### src/rtl/router_pkg.sv
// Shared constants, types and helpers for the 5-port mesh router.
package router_pkg;

  localparam int NPORT = 5;
  localparam int DIRW  = 3;

  localparam int PORT_CORE = 0;
  localparam int PORT_E    = 1;
  localparam int PORT_N    = 2;
  localparam int PORT_W    = 3;
  localparam int PORT_S    = 4;

  localparam int HEAD_BIT = 33;
  localparam int TAIL_BIT = 32;
  localparam int DST_MSB  = 27;
  localparam int DST_LSB  = 24;

  typedef logic [DIRW-1:0] port_idx_t;

  typedef enum logic {
    OUT_IDLE   = 1'b0,
    OUT_LOCKED = 1'b1
  } out_state_t;

  // Round-robin successor; wraps from the last port back to port 0.
  function automatic port_idx_t next_port(input port_idx_t p);
    return (p == port_idx_t'(NPORT - 1)) ? '0 : port_idx_t'(p + 1'b1);
  endfunction

endpackage

### src/rtl/router_switch_allocator_if.sv
// Request/grant bundle between the input ports, the crossbar and the switch allocator.
interface router_switch_allocator_if;
  import router_pkg::*;

  logic [NPORT-1:0]      in_req;
  logic [NPORT-1:0]      in_head;
  logic [NPORT-1:0]      in_tail;
  logic [NPORT*DIRW-1:0] in_dir;
  logic [NPORT-1:0]      out_xfer;
  logic [NPORT-1:0]      out_lock;
  logic [NPORT*DIRW-1:0] out_sel;
  logic [NPORT-1:0]      in_gnt;
  logic                  dir_err;

  modport master (
    output in_req, in_head, in_tail, in_dir, out_xfer,
    input  out_lock, out_sel, in_gnt, dir_err
  );

  modport slave (
    input  in_req, in_head, in_tail, in_dir, out_xfer,
    output out_lock, out_sel, in_gnt, dir_err
  );

endinterface

### src/rtl/rr_arbiter.sv
// Combinational round-robin pick: first requester at or after ptr, scanning upward mod NPORT.
module rr_arbiter
  import router_pkg::*;
(
  input  logic [NPORT-1:0] req,
  input  port_idx_t        ptr,
  output logic [NPORT-1:0] gnt,
  output port_idx_t        idx
);

  logic [DIRW:0] pos;
  logic          found;

  always_comb begin
    gnt   = '0;
    idx   = '0;
    found = 1'b0;
    pos   = '0;
    for (int k = 0; k < NPORT; k++) begin
      pos = {1'b0, ptr} + (DIRW+1)'(k);
      if (pos >= (DIRW+1)'(NPORT)) begin
        pos = pos - (DIRW+1)'(NPORT);
      end
      if (!found && req[pos[DIRW-1:0]]) begin
        found                = 1'b1;
        gnt[pos[DIRW-1:0]]   = 1'b1;
        idx                  = pos[DIRW-1:0];
      end
    end
  end

endmodule

### src/rtl/router_switch_allocator.sv
// Per-output wormhole allocator: a head wins its output one cycle later and holds it until
// the tail handshakes there; a released output idles one cycle before re-arbitration.
module router_switch_allocator
  import router_pkg::*;
(
  input logic                      clk,
  input logic                      rst,
  router_switch_allocator_if.slave alloc
);

  out_state_t       state_q [NPORT];
  out_state_t       state_d [NPORT];
  port_idx_t        sel_q   [NPORT];
  port_idx_t        sel_d   [NPORT];
  port_idx_t        rr_q    [NPORT];
  port_idx_t        rr_d    [NPORT];
  logic             err_q;
  logic             err_d;
  logic [NPORT-1:0] cand    [NPORT];
  logic [NPORT-1:0] arb_gnt [NPORT];
  port_idx_t        arb_idx [NPORT];
  logic [NPORT-1:0] owned;
  logic [NPORT-1:0] lock_vec;
  logic [NPORT*DIRW-1:0] sel_vec;
  logic             bad_dir;

  always_comb begin
    owned = '0;
    for (int o = 0; o < NPORT; o++) begin
      if (state_q[o] == OUT_LOCKED) owned[sel_q[o]] = 1'b1;
    end
  end

  // Owners are excluded so each input holds at most one output at a time.
  always_comb begin
    bad_dir = 1'b0;
    for (int o = 0; o < NPORT; o++) cand[o] = '0;
    for (int i = 0; i < NPORT; i++) begin
      if (alloc.in_req[i] && alloc.in_head[i]) begin
        if (alloc.in_dir[i*DIRW +: DIRW] >= port_idx_t'(NPORT)) begin
          bad_dir = 1'b1;
        end else if (!owned[i]) begin
          cand[alloc.in_dir[i*DIRW +: DIRW]][i] = 1'b1;
        end
      end
    end
  end

  for (genvar o = 0; o < NPORT; o++) begin : g_arb
    rr_arbiter u_arb (
      .req (cand[o]),
      .ptr (rr_q[o]),
      .gnt (arb_gnt[o]),
      .idx (arb_idx[o])
    );
  end

  always_comb begin
    err_d = err_q | bad_dir;
    for (int o = 0; o < NPORT; o++) begin
      state_d[o] = state_q[o];
      sel_d[o]   = sel_q[o];
      rr_d[o]    = rr_q[o];
      case (state_q[o])
        OUT_IDLE: begin
          if (|arb_gnt[o]) begin
            state_d[o] = OUT_LOCKED;
            sel_d[o]   = arb_idx[o];
          end
        end
        OUT_LOCKED: begin
          if (alloc.out_xfer[o] && alloc.in_tail[sel_q[o]]) begin
            state_d[o] = OUT_IDLE;
            rr_d[o]    = next_port(sel_q[o]);
          end
        end
      endcase
    end
  end

  always_ff @(posedge clk or negedge rst) begin
    if (!rst) begin
      for (int o = 0; o < NPORT; o++) begin
        state_q[o] <= OUT_IDLE;
        sel_q[o]   <= '0;
        rr_q[o]    <= '0;
      end
      err_q <= 1'b0;
    end else begin
      for (int o = 0; o < NPORT; o++) begin
        state_q[o] <= state_d[o];
        sel_q[o]   <= sel_d[o];
        rr_q[o]    <= rr_d[o];
      end
      err_q <= err_d;
    end
  end

  always_comb begin
    lock_vec = '0;
    sel_vec  = '0;
    for (int o = 0; o < NPORT; o++) begin
      lock_vec[o]             = (state_q[o] == OUT_LOCKED);
      sel_vec[o*DIRW +: DIRW] = sel_q[o];
    end
  end

  assign alloc.out_lock = lock_vec;
  assign alloc.out_sel  = sel_vec;
  assign alloc.in_gnt   = owned;
  assign alloc.dir_err  = err_q;

endmodule

### src/flat_wrapper.sv
// flat-port wrapper written by rule: the top's interface ports become plain ports
module router_switch_allocator_flat import router_pkg::*;
  (clk, rst, alloc_in_req, alloc_in_head, alloc_in_tail, alloc_in_dir, alloc_out_xfer, alloc_out_lock, alloc_out_sel, alloc_in_gnt, alloc_dir_err);
  router_switch_allocator_if alloc_i ();
  input logic clk;
  input logic rst;
  input wire logic [$bits(alloc_i.in_req)-1:0] alloc_in_req;
  input wire logic [$bits(alloc_i.in_head)-1:0] alloc_in_head;
  input wire logic [$bits(alloc_i.in_tail)-1:0] alloc_in_tail;
  input wire logic [$bits(alloc_i.in_dir)-1:0] alloc_in_dir;
  input wire logic [$bits(alloc_i.out_xfer)-1:0] alloc_out_xfer;
  output wire logic [$bits(alloc_i.out_lock)-1:0] alloc_out_lock;
  output wire logic [$bits(alloc_i.out_sel)-1:0] alloc_out_sel;
  output wire logic [$bits(alloc_i.in_gnt)-1:0] alloc_in_gnt;
  output wire logic [$bits(alloc_i.dir_err)-1:0] alloc_dir_err;
  assign alloc_i.in_req = alloc_in_req;
  assign alloc_i.in_head = alloc_in_head;
  assign alloc_i.in_tail = alloc_in_tail;
  assign alloc_i.in_dir = alloc_in_dir;
  assign alloc_i.out_xfer = alloc_out_xfer;
  assign alloc_out_lock = alloc_i.out_lock;
  assign alloc_out_sel = alloc_i.out_sel;
  assign alloc_in_gnt = alloc_i.in_gnt;
  assign alloc_dir_err = alloc_i.dir_err;
  router_switch_allocator u_core (.clk(clk), .rst(rst), .alloc(alloc_i));
endmodule
### config.mk
export PLATFORM = sky130hd
export DESIGN_NAME = router_switch_allocator_flat
export DESIGN_NICKNAME = d
export VERILOG_FILES = /design/src/rtl/router_pkg.sv /design/src/rtl/router_switch_allocator_if.sv /design/src/rtl/rr_arbiter.sv /design/src/rtl/router_switch_allocator.sv /design/src/flat_wrapper.sv
export SDC_FILE = /design/constraint.sdc
export NUM_CORES = 1
export LEC_CHECK = 0
export ABC_AREA = 1
export CORE_MARGIN = 2
export CORE_UTILIZATION = 46
export CTS_BUF_LIST = sky130_fd_sc_hd__clkbuf_16
export CTS_CLUSTER_DIAMETER = 50
export DETAILED_ROUTE_END_ITERATION = 8
export GPL_ROUTABILITY_DRIVEN = 0
export HOLD_SLACK_MARGIN = 0.03
export PLACE_DENSITY = 0.75
export RECOVER_POWER = 100
export SYNTH_ARGS = -nofsm -noshare
export SYNTH_HDL_FRONTEND = slang
export SYNTH_HIERARCHICAL = 1
export SYNTH_SLANG_ARGS = --single-unit
### constraint.sdc
create_clock -name clk -period 4.3 [get_ports clk]
set_clock_uncertainty 0.2 [all_clocks]
set_input_delay 0.86 -clock clk [delete_from_list [all_inputs] [get_ports clk]]
set_output_delay 0.86 -clock clk [all_outputs]
set_load 0.05 [all_outputs]
# == After elaboration in Yosys (flattened, before gate mapping) ==
# Index checks and enable logic that the tools add are counted.
# classes
addsub,50
n_lt_le_gt_ge,100
n_eq_ne,5
n_mux,275
bitwise,39
n_reduce_logical,100
# ops
operator,n
$mux 25,15
$mux 3,56
$mux 5,31
$lt 3x4->1 const B,30
$or 5x5->5,24
$mux 1,101
$or 25x25->25,4
$bmux 1 s3,30
$demux 1 s3,30
$ge 3x1->1 const B,30
$ge 4x3->1 const B,20
$demux 5 s3,5
$sub 3x3->3 const B,25
$logic_and 1x1->1,65
$add 3x2->4 const B,10
$ge 3x3->1 const B,10
$reduce_or 5->1,5
$add 3x1->4 const B,5
$add 3x3->4 const B,5
$ge 4x4->1 const B,5
$logic_not 1->1,20
$lt 4x1->1 const B,5
$not 3->4,5
$reduce_and 2->1,10
7 further kinds,23
# totals
regBits,36
input_bits,37
output_inout_bits,26
word_cells,585

# == Logic depth before layout (Yosys ltp) ==
# Gate-level depths: netlist of the first run.
# logic_depth
ltp_word,50
mapped_depth,23
ltp_nobuf,22

# == Hierarchy ==
# The synthesis of the first run kept the hierarchy.
# by_module_without_submodules
mod,n_inst,cells_per_inst,area_per_inst_um2,seq_area_each_um2
rr_arbiter at u_core.g_arb[1].u_arb ...,4,229,1221.2,0.0
router_switch_allocator,1,415,2663.8,900.9
rr_arbiter at u_core.g_arb[0].u_arb,1,239,1193.6,0.0

# == Worst setup path after synthesis of the first run ==
# No wires, ideal clock.
# synth_path
path_kind,reg2reg
from,"register u_core.sel_q, in the netlist u_core/alloc.out_sel[12]"
to,"register u_core.sel_q, in the netlist u_core/alloc.out_sel[12]"
setup_time_ns,0.077
t_arrival_ns,3.069
required_time_ns,4.023
slack_ns,0.953
stages_incl_launch_ff,22
n_path_buf,1
period_less_slack_ns,3.347
path_cell_list,dfrtp_1 buf_2 nor2_1 nand2_1 nand2_1 nor2_2 nand2_1 nor2_1 nand3_1 nand2_1 nand3_4 inv_4 nor2_4 nand2_1 nand2_1 nor2_1 nand3_1 nor3_1 nand2_1 nand2_1 nor2_1 a21oi_1
# synth_lines
item,line_no,text
start: declaration,router_switch_allocator.sv:13,port_idx_t sel_q [NPORT];
start signal: indexed assignment,router_switch_allocator.sv:92,sel_q[o] <= sel_d[o];

==> results of run 1 <==
[synth_stat cells, types with 23 or more instances]
master   number  area, um2
nand2_2      39        244
nand4_1      53        332
dfrtp_1      36        901
nand2_1     502       1880
inv_1       164        616
nor3_1       32        160
nand3_1     212       1060
o21ai_0      32        160
inv_2        23       86.3
nor2_1      220        826
a21oi_1      37        185
ha_1         54        676
[flip-flops by register name, summed over array words and instances, names as in the netlist]
signal,count
u_core/rr_q,15
u_core/alloc.out_sel,15
u_core/alloc.out_lock,5
u_core/alloc.dir_err,1
[path summary, 6_finish.rpt]
kind	start	end
min in group asynchronous	rst	u_core/rr_q[2]
setup reg to reg	u_core/rr_q[13]	u_core/alloc.out_sel[0]
hold / removal	u_core/alloc.dir_err	u_core/alloc.dir_err
max in group asynchronous	rst	u_core/rr_q[13]
hold reg to reg	u_core/alloc.dir_err	u_core/alloc.dir_err
setup / recovery	alloc_in_req[3]	u_core/alloc.out_sel[0]
[worst min-delay path, stage by stage (launching register included)]
cell	delay (ns)
dfrtp_1	0.36
nor2_1	0.07
nand4_1	0.08
[kinds of logic after synthesis]
family	share of synthesized area (%)
AOI/OAI and AO/OA	8.10
xor gates and xnor gates	1.03
adders and majority gates	8.87
buffers and inverters	10.1
DFF	10.3
and+or+nand+nor	61.6
[stage by stage]
stage / cell area, um2 / worst slack (ns) / hold WS [ns]
final: 9720 / 0.543 / 0.346
after global placement: 9610 / 0.446 / 0.345
after floorplan: 8740 / 0.953 / 0.313
after global routing: 9720 / 0.223 / 0.362
after CTS: 9750 / 0.614 / 0.361
after detailed placement: 9610 / 0.399 / 0.348
[cell usage in the layout, fill, tap and decap left out, types with 5 or more instances in the layout]
master | netlist | routed
a21oi_1 | 37 | 37
or2_2 | 6 | 6
nand4_1 | 53 | 53
o211ai_1 | 6 | 6
nand2_2 | 39 | 37
ha_1 | 54 | 54
clkbuf_16 | 0 | 5
inv_4 | 8 | 8
nand3_2 | 22 | 17
fa_1 | 5 | 5
o21ai_1 | 11 | 11
o21ai_0 | 32 | 32
buf_4 | 6 | 12
nand3_1 | 212 | 217
a21oi_2 | 7 | 7
inv_1 | 164 | 164
nand3_4 | 13 | 13
dfrtp_1 | 36 | 36
o21a_1 | 5 | 5
o21ai_2 | 8 | 8
nor2_2 | 17 | 17
nor2_4 | 15 | 15
nor3_1 | 32 | 32
inv_2 | 23 | 23
nor2_1 | 220 | 220
clkdlybuf4s50_1 | 0 | 33
nand2_4 | 8 | 8
nand2_1 | 502 | 504
dlygate4sd3_1 | 0 | 28
a21boi_2 | 5 | 5
[layout make-up]
| class | instances | area (um2) |
|---|---|---|
| tap | 234 | 293 |
| multi-input combinational | 1324 | 6930 |
| sequential | 36 | 901 |
| clock buffer | 5 | 125 |
| fill | 1908 | 8980 |
| clock inverter | 3 | 13.8 |
| inverter | 195 | 752 |
| timing repair buffer | 74 | 704 |
[per-layer routing]
metal / GRT usage, % / part of all wire (%)
met1: 34.7 / 43
met2: 43.9 / 46
met3: 2.67 / 7.4
met4: 9.47 / 3.8
met5: 0 / 0
==> impl_metrics.tcl, run 1 <==
set metrics [dict create \
    synth_cell_types 36 \
    num_vias 10239 \
    maxCapViolations 1 \
    setup_viol 0 \
    synth_seq_cells 36 \
    routed_wl_um 26200 \
    crit_path_max_fanout 6 \
    hold_class "reg2reg" \
    drt_iter0_drc 881 \
    grt_pass1_vias 9259 \
    critPathLaunchType "input pin" \
    slowest_delay_ns 0.54 \
    synth.yosys.seq_area_share_pct 10.3 \
    fin_nets 1732 \
    post_cts_buffers 0 \
    cts_resized 0 \
    clk-insertion-delay-late_ns 0.29 \
    crit_family "simple AND/OR/NAND/NOR gates" \
    ant_nets 0 \
    drive_above_1_share_pct 11.5 \
    critPathCaptureType "flip-flop" \
    worst_slew_pin_slew_ns 2.08 \
    dpl.hpwl_um 21200 \
    clk_pin_slew_ns 0.06 \
    violations "max-capacitance violations, max-slew violations" \
    core_region_area_mm2 0.0187 \
    synth_edf_count 0 \
    yosys_warnings 6 \
    cts_tree "done" \
    drc 0 \
    syn-num-nets 1666 \
    initial_core_util_pct 46.7 \
    syn_avg_cell_area_um2 5.57 \
    rsz0062_at_grt "false" \
    numPlacedInstances 1863 \
    die_width_um 142 \
    worst-path-stages 19 \
    cp_cell_sequence "dlygate4sd3_1 > nand2_1 > nor2_1 > nand3_1 > nor2_1 > inv_1 > nand2_1 > o211ai_1 > nand2_1 > nand2_2 > nand3_1 > nor2_1 > nor2_1 > nand3_1 > nor3_1 > nand2_1 > nand2_1 > nor2_1 > a21oi_1" \
    reg2reg_slack_ns 0.56 \
    critPathRequiredTime_ns 4.31 \
    rows 50 \
    maxSlewViolCount 37 \
    max_freq_mhz 266 \
    cts_buffers 5 \
    critical_path_class "in2reg" \
    cp_num_buf_inv 2 \
    cts_buffer_depth 2 \
    holdBufCountCts 0 \
    finalCritPeriodShare_pct 87.4 \
    post_drt_wl_per_cell_um 14.0 \
    numPortBuffers 62 \
    grt_usage_pct 26.1 \
    cts.sinks 36 \
    fin_setup_tns_ns 0 \
    dr.pass1.iters 7 \
    final_cell_count_no_fill 1871 \
    grt_overflow 0 \
    netlist_area_mm2 0.00874 \
    timing.slew.headroom_pct -38.6 \
    grt_pass1_wl_um 43700 \
    antenna_found_initial 0 \
    io_pins 63 \
    finalHoldViolations 0 \
    routed_via_density 5.47 \
    grt_start_max_net_pins 37 \
    htree_num_levels 2 \
    final.min_clock_period_ns 3.76 \
    die_area_mm2 0.0201 \
    ff2ff_path_depth 17 \
    postSynthCellCount 1570 \
    diodes 0 \
    async_flop_share_pct 100 \
    cp_slowest_cell "dlygate4sd3_1" \
    synth_ff_type "dfrtp_1" \
    final_util_pct 52.0 \
    status "complete, but fails checks" \
    die_y_um 142 \
    root_buffer "clkbuf_16" \
    whs_path_depth 2 \
    cp_data_arrival_time_ns 3.77 \
    syn2layout_area_growth_pct 11.2 \
]
Power of run 1 is left out: the tool's default activity adds up to more than one toggle a clock period on the data nets, which glitch-free logic cannot reach.
==> run 2, diff against run 1 <==
Settings changed: CTS_BUF_LIST sky130_fd_sc_hd__clkbuf_16 to sky130_fd_sc_hd__clkbuf_4.
==> impl_metrics.tcl, run 2 (synthesized netlist as in run 1, its figures left out) <==
set metrics [dict create \
    status "complete, but fails checks" \
    violations "max-capacitance violations, max-slew violations" \
    die_width_um 142 \
    routed_wl_um 26100 \
    die_y_um 142 \
    fin_nets 1732 \
    post_cts_buffers 0 \
    numPortBuffers 62 \
    fin_setup_tns_ns 0 \
    crit_top_cell "nand3_1" \
    diodes 0 \
    final_cell_mix "nand2_1, nor2_1, nand3_1" \
    clk_pin_slew_ns 0.12 \
    final.min_clock_period_ns 3.86 \
    die_area_mm2 0.0201 \
    dp_worst_setup_slack_ns 0.399 \
    drt_iter0_drc 920 \
    io_pins 63 \
    drc 0 \
    cts.sinks 36 \
    crit_path_max_fanout 8 \
    dr.pass1.iters 6 \
    fin_ws_ns 0.444 \
    critPathRequiredTime_ns 4.41 \
    cts_buffer_depth 2 \
    root_buffer "clkbuf_4" \
    ant_nets 0 \
    cts_tree "done" \
    grt_start_max_net_pins 37 \
    clk-insertion-delay-late_ns 0.38 \
    maxSlewViolCount 37 \
    routed_via_density 5.51 \
    rsz0062_at_grt "false" \
    maxCapViolations 1 \
    grt_pass1_wl_um 43500 \
    dpl.hpwl_um 21200 \
    core_region_area_mm2 0.0187 \
    critical_path_class "reg2reg" \
    rows 50 \
    max_freq_mhz 259 \
    worst_slew_pin_slew_ns 2.07 \
    finalHoldViolations 0 \
    cp_slowest_cell "dfrtp_1" \
    critPathCaptureType "flip-flop" \
    holdBufCountCts 0 \
    post_drt_wl_per_cell_um 14.0 \
    cp_data_arrival_time_ns 3.96 \
    fillers 1928 \
    grt_overflow 0 \
    grt_usage_pct 26.0 \
    htree_num_levels 2 \
    grt_pass1_vias 9212 \
    timing.slew.headroom_pct -38.1 \
    cts_buffers 5 \
    cts_resized 0 \
    drive_above_1_share_pct 11.5 \
    setup_viol 0 \
    finalCritPeriodShare_pct 89.7 \
    initial_core_util_pct 46.7 \
    final_common_cell "nand2_1" \
    cp_cell_sequence "inv_1 > ha_1 > ha_1 > or2_2 > o21ai_0 > a21oi_1 > nand3_1 > nand3_1 > nand2_1 > nor2_2 > nand3_1 > nand3_1 > nor3_1 > nand2_1 > nand2_1 > nor2_1 > a21oi_1" \
    num_vias 10306 \
    slowest_delay_ns 0.56 \
    critPathLaunchType "flip-flop" \
    syn2layout_area_growth_pct 10.1 \
    antenna_found_initial 0 \
    hold_class "reg2reg" \
]
-- run 2: layout make-up --
type,instances,area [um2],share of cell area (%)
inverter,195,752,7.81
clock inverter,3,13.8,0.143
tap,234,293,3.04
timing repair buffer,74,704,7.32
clock buffer,5,37.5,0.390
multi-input combinational,1324,6930,71.9
sequential,36,901,9.36
-- run 2: layer usage --
metal,vias up,track usage (%),part of all wire [%]
met2,402,43.7,46
met4,0,9.00,3.6
met5,-,0,0
met3,55,2.63,7.5
li1,5203,-,-
met1,4646,34.8,43
-- run 2: worst max-delay path: cells and delay by family (launching register included) --
| family | cells | cell delay (ns) |
|---|---|---|
| buf+inv | 1 | 0.22 |
| simple gates | 11 | 1.44 |
| compound gates | 3 | 0.74 |
| fa+ha+maj | 2 | 0.63 |
| flops | 1 | 0.56 |
-- run 2: stage by stage --
step                      std cells  hold slack (ns)  area [um2]  util, %
after global placement         1863            0.345        9610     51.4
final                          1871            0.367        9630     51.5
after floorplan                1570            0.313        8740        -
after global routing           1871            0.378        9630     51.5
after CTS                      1871            0.375        9660     51.7
after detailed placement       1863            0.348        9610     51.4
-- run 2: final timing paths --
path | from | endpoint | slack (ns) | cells after the start
min | u_core/alloc.dir_err | u_core/alloc.dir_err | 0.37 | 2
min reg2reg | u_core/alloc.dir_err | u_core/alloc.dir_err | 0.37 | 2
min in group asynchronous | rst | u_core/alloc.out_sel[10] | 0.87 | 1
max reg2reg | u_core/rr_q[13] | u_core/alloc.out_sel[1] | 0.44 | 17
max | u_core/rr_q[13] | u_core/alloc.out_sel[1] | 0.44 | 17
max in group asynchronous | rst | u_core/alloc.out_sel[12] | 1.85 | 1
Power of run 2 is left out for the same reason.
==> run 3, diff against run 2 <==
Settings changed: SLEW_MARGIN from default to 20.
==> results of run 3 <==
Final layout, timing and power as in run 2 (identical DEF).
Power of run 3 is left out for the same reason.
